<file path="src/rtl/control_unit_fft_iter_gen.sv">
// -----------------------------------------------------------------------------
// control_unit_fft_iter_gen
//
// Sequencer for an iterative in-place FFT engine. A transform is LAYERS layers
// of BUTTERFLYES butterflies. Each butterfly takes BUT_CYC = 4/BUT_MUL_COUNT
// cycles. After the last butterfly of a layer the unit waits PIPE_LAT cycles
// for the datapath to drain, then advances the layer.
//
// Ports
//   CLK        sole clock, rising edge
//   RST        asynchronous active-low reset
//   EN         global enable; 0 freezes all state and masks the strobes
//   START      transform request, only looked at while idle
//   BUT_STROB  butterfly-start strobe (phase 0 of each butterfly)
//   LAY_EN     layer-advance pulse (last drain cycle of a layer)
//   ADDR_EN    address-generator advance (last phase of each butterfly)
//   Wr         result-memory write enable, ADDR_EN delayed PIPE_LAT cycles
//   FIRST      high while layer 0 is being processed
//   BUSY       high from the first RUN cycle through the final write
//   DONE       one-cycle pulse on the final write of a transform
//   LAYER      current layer index
//   BUTT       current butterfly index
// -----------------------------------------------------------------------------
module control_unit_fft_iter_gen #(
  parameter int LAYERS        = 5,
  parameter int BUTTERFLYES   = 16,
  parameter int LayWL         = 3,
  parameter int ButtWL        = 4,
  parameter int BUT_MUL_COUNT = 1,
  parameter int PIPE_LAT      = 2
) (
  input  logic              CLK,
  input  logic              RST,
  input  logic              EN,
  input  logic              START,
  output logic              BUT_STROB,
  output logic              LAY_EN,
  output logic              ADDR_EN,
  output logic              Wr,
  output logic              FIRST,
  output logic              BUSY,
  output logic              DONE,
  output logic [LayWL-1:0]  LAYER,
  output logic [ButtWL-1:0] BUTT
);

  localparam int BUT_CYC = 4 / BUT_MUL_COUNT;
  localparam int FC_W    = (PIPE_LAT > 1) ? $clog2(PIPE_LAT) : 1;

  generate
    if (BUT_MUL_COUNT != 1 && BUT_MUL_COUNT != 2 && BUT_MUL_COUNT != 4) begin : g_bad_mul
      $error("control_unit_fft_iter_gen: BUT_MUL_COUNT must be 1, 2 or 4");
    end
    if (PIPE_LAT < 1) begin : g_bad_lat
      $error("control_unit_fft_iter_gen: PIPE_LAT must be >= 1");
    end
  endgenerate

  typedef enum logic [1:0] {
    S_IDLE  = 2'd0,
    S_RUN   = 2'd1,
    S_FLUSH = 2'd2
  } state_t;

  state_t              state;
  logic [1:0]          ph;      // phase within a butterfly, 0..BUT_CYC-1
  logic [FC_W-1:0]     fcnt;    // drain-cycle counter in FLUSH
  logic [ButtWL-1:0]   butt;
  logic [LayWL-1:0]    layer;
  logic [PIPE_LAT-1:0] dline;   // ADDR_EN history; the oldest bit drives Wr

  logic ph_first;
  logic ph_last;
  logic butt_last;
  logic layer_last;
  logic strob_int;
  logic addr_int;
  logic lay_int;

  // Internal (ungated) decodes of registered state. EN only masks the pulses
  // at the outputs, so the strobes never see START combinationally.
  assign ph_first   = (ph == 2'd0);
  assign ph_last    = (ph == 2'(BUT_CYC - 1));
  assign butt_last  = (butt == ButtWL'(BUTTERFLYES - 1));
  assign layer_last = (layer == LayWL'(LAYERS - 1));
  assign strob_int  = (state == S_RUN) && ph_first;
  assign addr_int   = (state == S_RUN) && ph_last;
  assign lay_int    = (state == S_FLUSH) && (fcnt == FC_W'(PIPE_LAT - 1));

  assign BUT_STROB = EN && strob_int;
  assign ADDR_EN   = EN && addr_int;
  assign Wr        = EN && dline[PIPE_LAT-1];
  assign LAY_EN    = EN && lay_int;
  assign DONE      = EN && lay_int && layer_last;
  assign BUSY      = (state != S_IDLE);
  assign FIRST     = BUSY && (layer == '0);
  assign LAYER     = layer;
  assign BUTT      = butt;

  // NOTE: every register here uses non-blocking assignments so all updates in
  // one edge read the pre-edge values; blocking ones would make the delay
  // line collapse into a single stage.
  always_ff @(posedge CLK or negedge RST) begin
    if (!RST) begin
      state <= S_IDLE;
      ph    <= '0;
      fcnt  <= '0;
      butt  <= '0;
      layer <= '0;
      dline <= '0;
    end else if (EN) begin
      dline[0] <= addr_int;
      for (int i = 1; i < PIPE_LAT; i++) begin
        dline[i] <= dline[i-1];
      end

      case (state)
        S_IDLE: begin
          if (START) begin
            state <= S_RUN;
            ph    <= '0;
            butt  <= '0;
          end
        end

        S_RUN: begin
          if (ph_last) begin
            ph <= '0;
            if (butt_last) begin
              butt  <= '0;
              fcnt  <= '0;
              state <= S_FLUSH;
            end else begin
              butt <= butt + ButtWL'(1);
            end
          end else begin
            ph <= ph + 2'd1;
          end
        end

        S_FLUSH: begin
          if (lay_int) begin
            fcnt <= '0;
            if (layer_last) begin
              layer <= '0;
              state <= S_IDLE;
            end else begin
              layer <= layer + LayWL'(1);
              ph    <= '0;
              butt  <= '0;
              state <= S_RUN;
            end
          end else begin
            fcnt <= fcnt + FC_W'(1);
          end
        end

        default: state <= S_IDLE;
      endcase
    end
  end

endmodule

</file>
<file path="config.mk">
export PLATFORM = sky130hd
export DESIGN_NAME = control_unit_fft_iter_gen
export DESIGN_NICKNAME = d
export VERILOG_FILES = /design/src/rtl/control_unit_fft_iter_gen.sv
export SDC_FILE = /design/constraint.sdc
export NUM_CORES = 1
export LEC_CHECK = 0
export CAP_MARGIN = 20
export CORE_MARGIN = 1
export CORE_UTILIZATION = 48
export CTS_CLUSTER_DIAMETER = 80
export DETAILED_ROUTE_END_ITERATION = 10
export PLACE_DENSITY = 0.76
export SYNTH_ARGS = -nofsm -noshare
export SYNTH_HDL_FRONTEND = slang
export SYNTH_SLANG_ARGS = --single-unit
</file>
<file path="constraint.sdc">
create_clock -name CLK -period 1.8 [get_ports CLK]
set_clock_uncertainty 0.15 [all_clocks]
set_input_delay 0.36 -clock CLK [delete_from_list [all_inputs] [get_ports CLK]]
set_output_delay 0.36 -clock CLK [all_outputs]
set_load 0.01 [all_outputs]
</file>
# After elaboration in Yosys (flattened, before gate mapping)
# Cells that the tools add are included.
dict set report word_totals {
  regBits 14
  inputBits 4
  out_inout_bits 14
  wordCells 62
}
dict set report classes {
  n_addsub 4
  n_eq_ne 10
  mux 22
  reduce_logical 20
}
# op count
set op_table {}
lappend op_table {{$mux W4} 5}
lappend op_table {{$mux W2} 8}
lappend op_table {{$pmux W2 S3} 2}
lappend op_table {{$pmux W4 S3} 1}
lappend op_table {{$ne A2 B2 Y1 const B} 5}
lappend op_table {{$reduce_and A5 Y1} 2}
lappend op_table {{$logic_and A1 B1 Y1} 9}
lappend op_table {{$reduce_and A6 Y1} 1}
lappend op_table {{$add A4 B1 Y4 const B} 1}
lappend op_table {{$eq A2 B2 Y1 const B} 2}
lappend op_table {{$eq A4 B4 Y1 const B} 1}
lappend op_table {{$logic_not A2 Y1} 2}
lappend op_table {{$mux W1} 4}
lappend op_table {{$reduce_and A4 Y1} 1}
lappend op_table {{$reduce_bool A2 Y1} 2}
lappend op_table {{$add A3 B1 Y3 const B} 1}
lappend op_table {{$eq A3 B3 Y1 const B} 1}
lappend op_table {{$logic_not A3 Y1} 1}
lappend op_table {{$mux W3} 1}
lappend op_table {{$reduce_and A3 Y1} 1}
lappend op_table {{$reduce_bool A3 Y1} 1}
lappend op_table {{$add A2 B1 Y2 const B} 1}
lappend op_table {{$eq A2 B1 Y1 const B} 1}
lappend op_table {{$pmux W1 S2} 1}
lappend op_table {{$add A1 B1 Y1 const B} 1}

# Logic depth before layout (Yosys ltp)
dict set report depth {
  ltp_word 4
  mapped_depth 6
  mapped_depth_nobuf 6
}

# Worst setup path after synthesis
# No wires, ideal clock.
dict set report synth_path {
  kind {register to register}
  startpoint {reg layer[0] (netlist: LAYER[0])}
  endpoint {reg butt[0] (netlist: BUTT[0])}
  setup_time_ps 125
  t_arrival_ps 1392
  required_time_ps 1525
  path_slack_ps 133
  path_stages_with_launch 7
  path_buffers 0
  synth_period_minus_slack_ps 1667
  cell_sequence {dfrtp_1 -> inv_1 -> ha_1 -> nand2_1 -> nand2b_1 -> a21o_4 -> mux2_4}
}
dict set report synth_via {
  elab_chain_len 3
}
# element line
set synth_rtl {}
lappend synth_rtl {{start, declared} 69} ;# logic [LayWL-1:0] layer;
lappend synth_rtl {{start signal, assigned} 148} ;# layer <= layer + LayWL'(1);
lappend synth_rtl {{$eq A3 B3 Y1} 85} ;# assign layer_last = (layer == LayWL'(LAYERS - 1));
lappend synth_rtl {{$ne A2 B2 Y1 (no line)} n/a}
lappend synth_rtl {{$reduce_and A6 Y1 (no line)} n/a}
lappend synth_rtl {{end signal, assigned} 134} ;# butt <= butt + ButtWL'(1);
lappend synth_rtl {{end, declared} 68} ;# logic [ButtWL-1:0] butt;
# Every way passes these cells.
# A chain may end at the register's enable or synchronous reset.

# Worst setup path after layout
dict set report layout_path {
  startpoint {reg state[0]}
  endpoint {out DONE}
}
dict set report layout_via {
  elab_chain_len 4
}
# element line
set layout_rtl {}
lappend layout_rtl {{start, declared} 65} ;# state_t state;
lappend layout_rtl {{start signal, assigned} 105} ;# state <= S_IDLE;
lappend layout_rtl {{start signal, assigned} 120} ;# state <= S_RUN;
lappend layout_rtl {{start signal, assigned} 132} ;# state <= S_FLUSH;
lappend layout_rtl {{$eq A2 B2 Y1} 88} ;# assign lay_int = (state == S_FLUSH) && (fcnt == FC_W'(PIPE_LAT - 1));
lappend layout_rtl {{$logic_and A1 B1 Y1} 88}
lappend layout_rtl {{$logic_and A1 B1 Y1 (2 in series)} 94} ;# assign DONE = EN && lay_int && layer_last;
lappend layout_rtl {{end, declared} 42} ;# output logic DONE,
# Every way passes these cells.

==> flow_summary.ini <==
[synthesis]
synth_nets = 101
synth_fa_ha_area_share_pct = 7.51
ys_seq_elements = 14
ys_seq_area_share_pct = 42.0
yosys_warnings = 0
synth-simple-area-share_pct = 21.0
synthesis.area_um2 = 833
synth_top_family_by_area = simple AND/OR/NAND/NOR gates
netlist_instances = 92
synth_area_per_cell_um2 = 9.06
synth.distinct_cells = 31
synth_compound_area_share_pct = 17.1
synth_xor_area_share_pct = 0
synthMuxAreaShare_pct = 6.16

[worst_setup_path]
crit_slowest_cell = dfrtp_1
path_class = flop to primary output
cpPeakStageDelay_ns = 0.42
endpoint_kind = primary output
critPathMaxFanout = 3
critPathTopFamily = simple AND/OR/NAND/NOR gates
path_buf_inv = 2
critPathLaunchType = flop
path_cells = nand3b_1, or2_1, buf_6, nor2_4, buf_6
cp_data_arrival_time_ns = 1.47
cpMostUsedCell = buf_6
cp.required_ns = 1.29

[floorplanning]
core_mm2 = 0.00156
start_util_pct = 53.5
dieArea_mm2 = 0.00191
fp.dieW_um = 43.7
rows = 14
pin_count = 18
die_h_um = 43.7

[global_route]
overflow = 0
busiest_layer = met2
gr-usage-met2_pct = 42.1
antenna_found_initial = 0
use_met3_pct = 5.00
grt_use_total_pct = 23.7
met1_usage_pct = 26.1
grt_first_pass_wirelength_um = 3200
grt_max_degree = 15
grt_pass1_vias = 772

[placed_design]
portBuffers = 17
dp_hpwl_um = 1390
placed_area_mm2 = 0.00116
gp_congestion = 0.858
dp_worst_setup_slack_ns = -0.585

[detailed_routing]
wl_per_cell_um = 14.6
vias = 850
dr.first_iter.drc_count = 28
avgViaCountPerCell = 5.48
route.final.wire_length_um = 2260
first_pass_iters = 7
drcViolationCount = 2
ant_nets = 0

[clock_network]
cts_hold_buf = 0
cts_tree = yes
clock_sink_count = 14
cts_root_buf = clkbuf_4
cts_buffers = 3
clk_pin_slew_worst_paths_ns = 0.08
clk_latency_ns = 0.28
cts.path.max_buffers = 2
htreeDepth = 1

[cells_and_area]
diodes = 0
design_area_mm2 = 0.00129
area_growth_pct = 55.1
drive_above_1_share_pct = 38.8
nets = 150

[sta]
period_needed_ns = 1.98
setup-tns-final_ns = -0.641
rsz0062_at_grt = yes
max_freq_mhz = 506
finalSetupViolations = 7
fin_crit_sh_pct = 110
hold_violations = 0
worst_slack_ns = -0.177
slew_headroom_pct = 83.0
finalMaxSlewViolations = 0
worst_pin_slew_ns = 0.252

[run]
maxCapViolations = 0

[worst_hold_path]
min_path_type = input pin to async pin

[status]
violations = design-rule violations, negative setup slack
outcome = finished, violations left

[power_and_ir_drop]
p_leak_uw = 0.000645
vdd_drop_max_uv = 775
pwr_density_cell_mw_per_mm2 = 999
==> repair_timing <==
action | CTS | global route
buffers inserted | 4 | 6
resized for setup | 23 | 19
pin swaps | 2 | 4
endpoints found under the setup margin | 8 | 14
==> per-layer routing <==
metal | routed length, um | share of wire [%] | vias to the layer above
met5 | 0 | 0 | -
met4 | 35 | 1.5 | 0
met3 | 115 | 5.1 | 6
met2 | 1230 | 54 | 34
met1 | 887 | 39 | 403
li1 | - | - | 407
==> sequential cells by signal (all words and copies together) (netlist names) <==
signal	cells
state	2
fcnt	1
ph	2
LAYER	3
BUTT	4
dline	2
==> worst paths after layout <==
check,end,depth (start not counted),start,slack (ns)
max,DONE,5,state[0]$_DFFE_PN0P_,-0.18
min in group CLK,BUTT[2]$_DFFE_PN0P_,1,BUTT[2]$_DFFE_PN0P_,0.34
max in group asynchronous,state[1]$_DFFE_PN0P_,2,RST,1.09
min,LAYER[2]$_DFFE_PN0P_,2,RST,0.23
max reg2reg,BUTT[0]$_DFFE_PN0P_,5,state[1]$_DFFE_PN0P_,-0.03
min reg2reg,BUTT[2]$_DFFE_PN0P_,1,BUTT[2]$_DFFE_PN0P_,0.34
==> report_power, final <==
group | switching, uW | leakage, uW | internal (uW) | total [uW]
Combinational | 277 | 0.000458 | 366 | 643
Clock | 102 | 0.0000138 | 77.8 | 180
Sequential | 74.4 | 0.000174 | 394 | 469
==> kinds of logic (layout without fill, tap and decap cells) <==
family	Yosys count	in the layout
AO/OA/AOI/OAI	21	21
adder cells (fa/ha/maj)	5	5
buffers and inverters	13	60
flip-flops	14	14
multiplexers	4	4
AND/OR/NAND/NOR	35	35
==> per-stage QoR <==
step / hold WS [ns] / util (%) / power (uW) / std cells
after floorplan: -0.0856 / - / 769 / 92
after global placement: 0.336 / 74.4 / 1010 / 142
after detailed placement: 0.346 / 74.4 / 1030 / 142
after CTS: 0.229 / 77.0 / 1210 / 149
after global routing: 0.257 / 82.9 / 1370 / 155
final: 0.226 / 82.9 / 1290 / 155
==> placed cells by master (no fill, tap or decap), drive strengths merged, types with 3 or more instances in the layout <==
cell / synthesis / layout
buf: 2 / 35
dfrtp: 14 / 14
o21ai: 12 / 12
nand2: 11 / 11
inv: 10 / 10
clkdlybuf4s50: 0 / 7
nand3: 6 / 6
nor2: 5 / 5
ha: 5 / 5
clkbuf: 1 / 4
nand2b: 3 / 3
mux2: 3 / 3
==> synthesized netlist by cell type <==
cell / count / share of area [%]
dfrtp_1: 14 / 42
nand2_1: 11 / 5.0
o21ai_0: 10 / 6.0
inv_1: 8 / 3.6
nand3_1: 6 / 3.6
ha_1: 5 / 7.5
nor2_1: 5 / 2.3
nand2b_1: 3 / 2.3
a22o_1: 2 / 2.1
and3_1: 2 / 1.5
buf_2: 2 / 1.2
inv_2: 2 / 0.90
mux2_4: 2 / 3.6
o211ai_1: 2 / 1.8
o21ai_1: 2 / 1.2
a21o_4: 1 / 1.8
a21oi_1: 1 / 0.60
a31oi_1: 1 / 0.75
and2_1: 1 / 0.75
and2b_1: 1 / 0.90
and3b_1: 1 / 1.1
clkbuf_1: 1 / 0.45
mux2_2: 1 / 1.4
mux2i_1: 1 / 1.2
nand3b_1: 1 / 0.90
nor2b_1: 1 / 0.75
nor3_1: 1 / 0.60
o221ai_2: 1 / 1.8
o22a_1: 1 / 1.1
or2_1: 1 / 0.75
or2_2: 1 / 0.75
==> area by class of cell <==
class	instances	area (um2)
multi-input combinational	65	462
inverter	10	37.5
sequential	14	353
tap	16	20.0
fill	103	267
clock buffer	3	22.5
timing repair buffer	47	398
Note: power is estimated with default switching activity, not from simulation.
